[src/rtl/rv32_pkg.sv]
// Shared rv32 pipeline definitions: NOP encoding, data width and fetch-state encoding.
// Used by the fetch stage, the decode stage and the hazard unit.
package rv32_pkg;

    localparam int XLEN = 32;

    localparam logic [XLEN-1:0] RV32_NOP = 32'h0000_0013;

    typedef enum logic [1:0] {
        S_BOOT  = 2'd0,
        S_RUN   = 2'd1,
        S_FAULT = 2'd2
    } fetch_state_t;

    // Instruction fetch targets must be word aligned.
    function automatic logic is_word_aligned(input logic [XLEN-1:0] addr);
        return (addr[1:0] == 2'b00);
    endfunction

endpackage

[src/rtl/if_id_reg.sv]
// IF/ID pipeline register: valid/inst/pc with hold and clear.
// Clear drops valid but keeps inst/pc, so consumers must gate on valid.
module if_id_reg
    import rv32_pkg::*;
(
    input  logic            i_clk,
    input  logic            i_rst,
    input  logic            i_hold,
    input  logic            i_clear,
    input  logic [XLEN-1:0] i_inst,
    input  logic [XLEN-1:0] i_pc,
    output logic            o_valid,
    output logic [XLEN-1:0] o_inst,
    output logic [XLEN-1:0] o_pc
);

    logic            r_valid;
    logic [XLEN-1:0] r_inst;
    logic [XLEN-1:0] r_pc;

    // NOTE: sequential state uses non-blocking assignments so every register samples pre-edge values.
    always_ff @(posedge i_clk) begin
        if (i_rst) begin
            r_valid <= 1'b0;
            r_inst  <= RV32_NOP;
            r_pc    <= '0;
        end else if (i_clear) begin
            r_valid <= 1'b0;
        end else if (!i_hold) begin
            r_valid <= 1'b1;
            r_inst  <= i_inst;
            r_pc    <= i_pc;
        end
    end

    assign o_valid = r_valid;
    assign o_inst  = r_inst;
    assign o_pc    = r_pc;

endmodule

[src/rtl/if_stage.sv]
// rv32 instruction-fetch stage: owns the PC, drives the imem word address and fills IF/ID.
// Handles stall, flush, redirect and parks in S_FAULT on a misaligned redirect target.
module if_stage
    import rv32_pkg::*;
#(
    parameter logic [31:0] RESET_PC = 32'h0000_0000,
    parameter int          IMEM_AW  = 10
) (
    input  logic        i_clk,
    input  logic        i_rst,
    output logic [31:0] o_imem_addr,
    input  logic [31:0] i_imem_data,
    input  logic        i_stall,
    input  logic        i_flush,
    input  logic        i_redirect,
    input  logic [31:0] i_redirect_pc,
    output logic        o_if_valid,
    output logic [31:0] o_if_inst,
    output logic [31:0] o_if_pc,
    output logic        o_fault,
    output logic [31:0] o_fault_pc
);

    if (!is_word_aligned(RESET_PC)) begin : g_bad_reset_pc
        $error("if_stage: RESET_PC must be 4-byte aligned");
    end
    if (IMEM_AW < 1 || IMEM_AW > 30) begin : g_bad_imem_aw
        $error("if_stage: IMEM_AW out of range");
    end

    fetch_state_t    r_state;
    logic [XLEN-1:0] r_pc;
    logic            r_fault;
    logic [XLEN-1:0] r_fault_pc;

    logic            w_target_ok;
    logic [XLEN-1:0] w_pc_inc;
    logic            w_id_clear;
    logic            w_id_hold;

    assign w_target_ok = is_word_aligned(i_redirect_pc);
    assign w_pc_inc    = r_pc + 32'd4;

    // Upper address bits pass through; imem ignores bits above IMEM_AW.
    assign o_imem_addr = {2'b00, r_pc[31:2]};

    always_comb begin
        w_id_clear = 1'b0;
        w_id_hold  = 1'b0;
        if (r_state == S_FAULT) begin
            w_id_clear = 1'b1;
        end else begin
            w_id_clear = i_redirect | i_flush;
            w_id_hold  = i_stall;
        end
    end

    always_ff @(posedge i_clk) begin
        if (i_rst) begin
            r_state    <= S_BOOT;
            r_pc       <= RESET_PC;
            r_fault    <= 1'b0;
            r_fault_pc <= '0;
        end else begin
            case (r_state)
                S_BOOT, S_RUN: begin
                    if (i_redirect) begin
                        if (w_target_ok) begin
                            r_pc    <= i_redirect_pc;
                            r_state <= S_RUN;
                        end else begin
                            r_state    <= S_FAULT;
                            r_fault    <= 1'b1;
                            r_fault_pc <= i_redirect_pc;
                        end
                    end else if (i_flush) begin
                        if (!i_stall) r_pc <= w_pc_inc;
                        r_state <= S_RUN;
                    end else if (!i_stall) begin
                        r_pc    <= w_pc_inc;
                        r_state <= S_RUN;
                    end
                end
                S_FAULT: begin
                    // Only a redirect gets out; a further misaligned one just updates the reported target.
                    if (i_redirect) begin
                        if (w_target_ok) begin
                            r_pc    <= i_redirect_pc;
                            r_fault <= 1'b0;
                            r_state <= S_RUN;
                        end else begin
                            r_fault_pc <= i_redirect_pc;
                        end
                    end
                end
                default: begin
                    r_state <= S_BOOT;
                    r_pc    <= RESET_PC;
                end
            endcase
        end
    end

    if_id_reg u_if_id_reg (
        .i_clk   (i_clk),
        .i_rst   (i_rst),
        .i_hold  (w_id_hold),
        .i_clear (w_id_clear),
        .i_inst  (i_imem_data),
        .i_pc    (r_pc),
        .o_valid (o_if_valid),
        .o_inst  (o_if_inst),
        .o_pc    (o_if_pc)
    );

    assign o_fault    = r_fault;
    assign o_fault_pc = r_fault_pc;

endmodule

[config.mk]
export PLATFORM = sky130hd
export DESIGN_NAME = if_stage
export DESIGN_NICKNAME = d
export VERILOG_FILES = /design/src/rtl/rv32_pkg.sv /design/src/rtl/if_id_reg.sv /design/src/rtl/if_stage.sv
export SDC_FILE = /design/constraint.sdc
export NUM_CORES = 1
export LEC_CHECK = 0
export ABC_CLOCK_PERIOD_IN_PS = 1800
export CAP_MARGIN = 5
export CORE_ASPECT_RATIO = 1.75
export CORE_MARGIN = 2
export CORE_UTILIZATION = 42
export DETAILED_ROUTE_END_ITERATION = 12
export GPL_TIMING_DRIVEN = 1
export MAX_ROUTING_LAYER = met4
export PLACE_DENSITY = 0.88
export SKIP_CTS_REPAIR_TIMING = 1
export SYNTH_ARGS = -nofsm -noshare
export SYNTH_HDL_FRONTEND = slang
export SYNTH_SLANG_ARGS = --single-unit
export TNS_END_PERCENT = 20
[constraint.sdc]
create_clock -name i_clk -period 1.8 [get_ports i_clk]
set_input_delay 0.45 -clock i_clk [delete_from_list [all_inputs] [get_ports i_clk]]
set_output_delay 0.45 -clock i_clk [all_outputs]
set_load 0.005 [all_outputs]
==> summary.md <==
| Metric | Value |
|---|---|
| Outcome | `finished with violations` |
| Most common cell after layout, fill and taps aside | `nand2_1` |
| Clk buf depth | `2` |
| Die area | `15,300 sq um` |
| Final-report hold violation count | `0` |
| Seq cells post-synth | `132` |
| Hold Crit Class | `in -> reg` |
| Violated checks | `setup timing` |
| Gr ovfl total | `0` |
| Worst Path Buf+Inv | `2` |
| Row Count | `57` |
| CP max-delay cell | `clkdlybuf4s50_1` |
| Max Freq | `532 MHz` |
| Setup ws final | `-0.0780 ns` |
| Worst setup SP type | `flop` |
| Top-area cell type share of the netlist area | `0.439` |
| Global-route wire length before repair | `31,100 um` |
| CP top delay family | `buffers and inverters` |
| Total GRT Usage | `0.269` |
| Min Tclk post-route | `1.88 ns` |
| Max Fanout on Critical Path | `6` |
| Endpoint class of the critical path | `output port` |
| Reg-to-reg startpoint | `r_pc[2]$_SDFFE_PP0P_` |
| Reg2Reg Setup Slack | `0.03 ns` |
| Min-Delay Path Depth | `2` |
| Initial Util | `0.430` |
| Clock sink count | `132` |
| Place WS | `-0.376 ns` |
| Commonest cells after routing, fill and taps aside | `nand2_1, clkdlybuf4s50_1, a21oi_1` |
| Leakage power | `0.00376 uW` |
| WL per Instance | `17.4 um` |
| Final net count | `1,055` |
| Die extent in x | `94.5 um` |
| Via/cell ratio | `5.46` |
| Share of cells above drive strength 1 | `0.163` |
| Ys flop type | `dfxtp_1` |
| Worst Reg-to-Reg Cells | `7` |
| Final setup vio count | `3` |
| Cell variety after synth | `63` |
| Core area | `14,000 sq um` |
| Seq/Total Area, Yosys | `0.439` |
| Vias in the first global route | `6,254` |
| Capturing point of the worst reg2reg path | `r_pc[26]$_SDFFE_PP0P_` |
| Hold EP | `o_fault_pc[18]$_SDFFE_PP0P_` |
| DRT Pass-1 Iters | `5` |
| Worst Path Arrival | `1.43 ns` |
| First-iteration detailed-routing DRC count | `345` |
| Initial antenna violation count | `0` |
| Antenna-violating nets left | `0` |
| Clk_skew | `0.00985 ns` |
| Worst-path clk slew | `0.06 ns` |
| Vias | `6,420` |
| WS Path Type | `reg -> out` |
| Critical hold path startpoint | `i_rst` |
| CP required | `1.35 ns` |
| P per Cell Area | `849 nW/um^2` |
| Final wirelength | `20,400 um` |
| Die H | `162 um` |
| CTS buffer count | `17` |
| Clock root cell | `clkbuf_16` |
| Post-route clock period utilization | `1.04` |
| Number of synthesized flops with an enable pin | `0` |
| CTS tree | `yes` |
| H-tree depth | `4` |
| Dpl cell area | `8470 sq um` |
| Largest net degree at the start of global routing | `67` |
| Worst path cell trace | `buf_4 > clkdlybuf4s50_1` |
| Syn_area_per_cell | `7.79 sq um` |
| Async set-reset flop share out of synthesis | `0` |
| Largest stage delay on the critical path | `0.51 ns` |
| Synth top area cells | `dfxtp_1, nand2_1, a21oi_1, buf_4, o21ai_0` |
| Gp weighted congestion | `0.956` |
| Final Max Tran Viols | `0` |
| Synth area leader | `dfxtp_1` |
| Max-Cap Viols | `0` |
| RSZ-0062 raised after global routing | `true` |
| Detail Placement HPWL | `14,800 um` |
| Final instance area | `9240 sq um` |
| Area Growth Syn to Fin | `53.7%` |
| Port bufs | `196` |
| Skew-Pair Late Insertion Delay | `0.41 ns` |
| Ys Warns | `0` |
| ANT cells | `0` |
| Cells after Synth | `772` |
| VDD IR max | `0.642 mV` |
| I/O pin count | `199` |
| # DRC | `0` |
| Post-synthesis instance area | `6010 sq um` |
[layer usage]
metal	routed length, um	share of wire	global-route usage	vias up
met1	6880	0.34	0.253	3009
met2	11100	0.54	0.487	280
met3	852	0.042	0.0408	107
li1	-	-	-	3024
met4	1610	0.079	0.184	0
met5	0	0	-	-
[worst max path at each step]
stage / start / to / slack [ns] / depth (start not counted)
finish: r_pc[2]$_SDFFE_PP0P_ / o_imem_addr[0] / -0.08 / 2
detailed placement: i_redirect / r_pc[19]$_SDFFE_PP0P_ / -0.38 / 6
global route: r_pc[2]$_SDFFE_PP0P_ / o_imem_addr[0] / -0.13 / 2
floorplan: r_pc[2]$_SDFFE_PP0P_ / r_pc[16]$_SDFFE_PP0P_ / 0.02 / 6
global placement: i_redirect / r_pc[17]$_SDFFE_PP0P_ / -0.34 / 6
CTS: r_pc[5]$_SDFFE_PP0P_ / o_imem_addr[3] / -0.23 / 2
[through the flow]
stage               TNS [ns]  utilization  cells  total power (uW)  hold WS (ns)
finish                -0.218        0.661   1175              7850         0.371
global route          -0.601        0.661   1175              8140         0.373
CTS                   -10.31        0.648   1173              7880         0.350
detailed placement    -33.17        0.606   1141              4410         0.446
global placement      -29.15        0.606   1141              4390         0.441
floorplan                  0            -    773              3740         0.427
[synthesized netlist by cell type (2+ instances only)]
cell        n
o211ai_1    2
o21ai_1     2
inv_1       9
buf_2      17
xnor2_1     2
nand4_1    14
clkbuf_1   25
buf_4      36
buf_6       5
nand3_4     2
and3_1      6
mux2i_1    15
a31oi_1     2
buf_1       3
and2_1      3
nor4_1      6
nor3b_1     2
o22ai_1     7
a211oi_1    6
nor3_1      9
nor2_1     25
nor3_2      2
dfxtp_1   132
nor4_4      2
a22oi_1    11
o21ai_0    32
nand3_1    10
xor2_1      5
or2_2       2
o221ai_1    3
o21bai_1    2
a21oi_1   117
nand2_1   222
o32ai_1     3
or3_1       3
[final cells by class]
type | count | area [sq um]
fillers | 1131 | 4740
repair buffers | 282 | 2870
multi-input cells | 543 | 2840
flip-flops and latches | 132 | 2690
clock buffers | 19 | 443
well taps | 177 | 221
clock inverters | 13 | 148
inverters | 9 | 33.8
[cell families after synthesis]
logic type      Yosys count  share of synthesized area
xor+xnor                  7                     0.0102
buf+inv                  98                     0.0959
compound gates          195                      0.182
other cells               1                   0.000623
simple gates            323                      0.244
mux                      15                     0.0250
fa+ha+maj                 1                    0.00208
flops                   132                      0.439
[power breakdown]
group	leakage (uW)	switching, uW	internal (uW)
sequential	0.00108	91.1	3040
combinational	0.00239	603	654
clock	0.000277	1360	2100
total	0.00376	2050	5790
[flip-flops by register name, indices dropped and copies added (netlist names)]
| signal | count |
|---|---|
| u_if_id_reg.o_inst | 32 |
| u_if_id_reg.o_pc | 32 |
| u_if_id_reg.o_valid | 1 |
| r_state | 2 |
| o_fault | 1 |
| r_pc | 32 |
| o_fault_pc | 32 |
No activity file was read; power rests on OpenSTA's default activity.
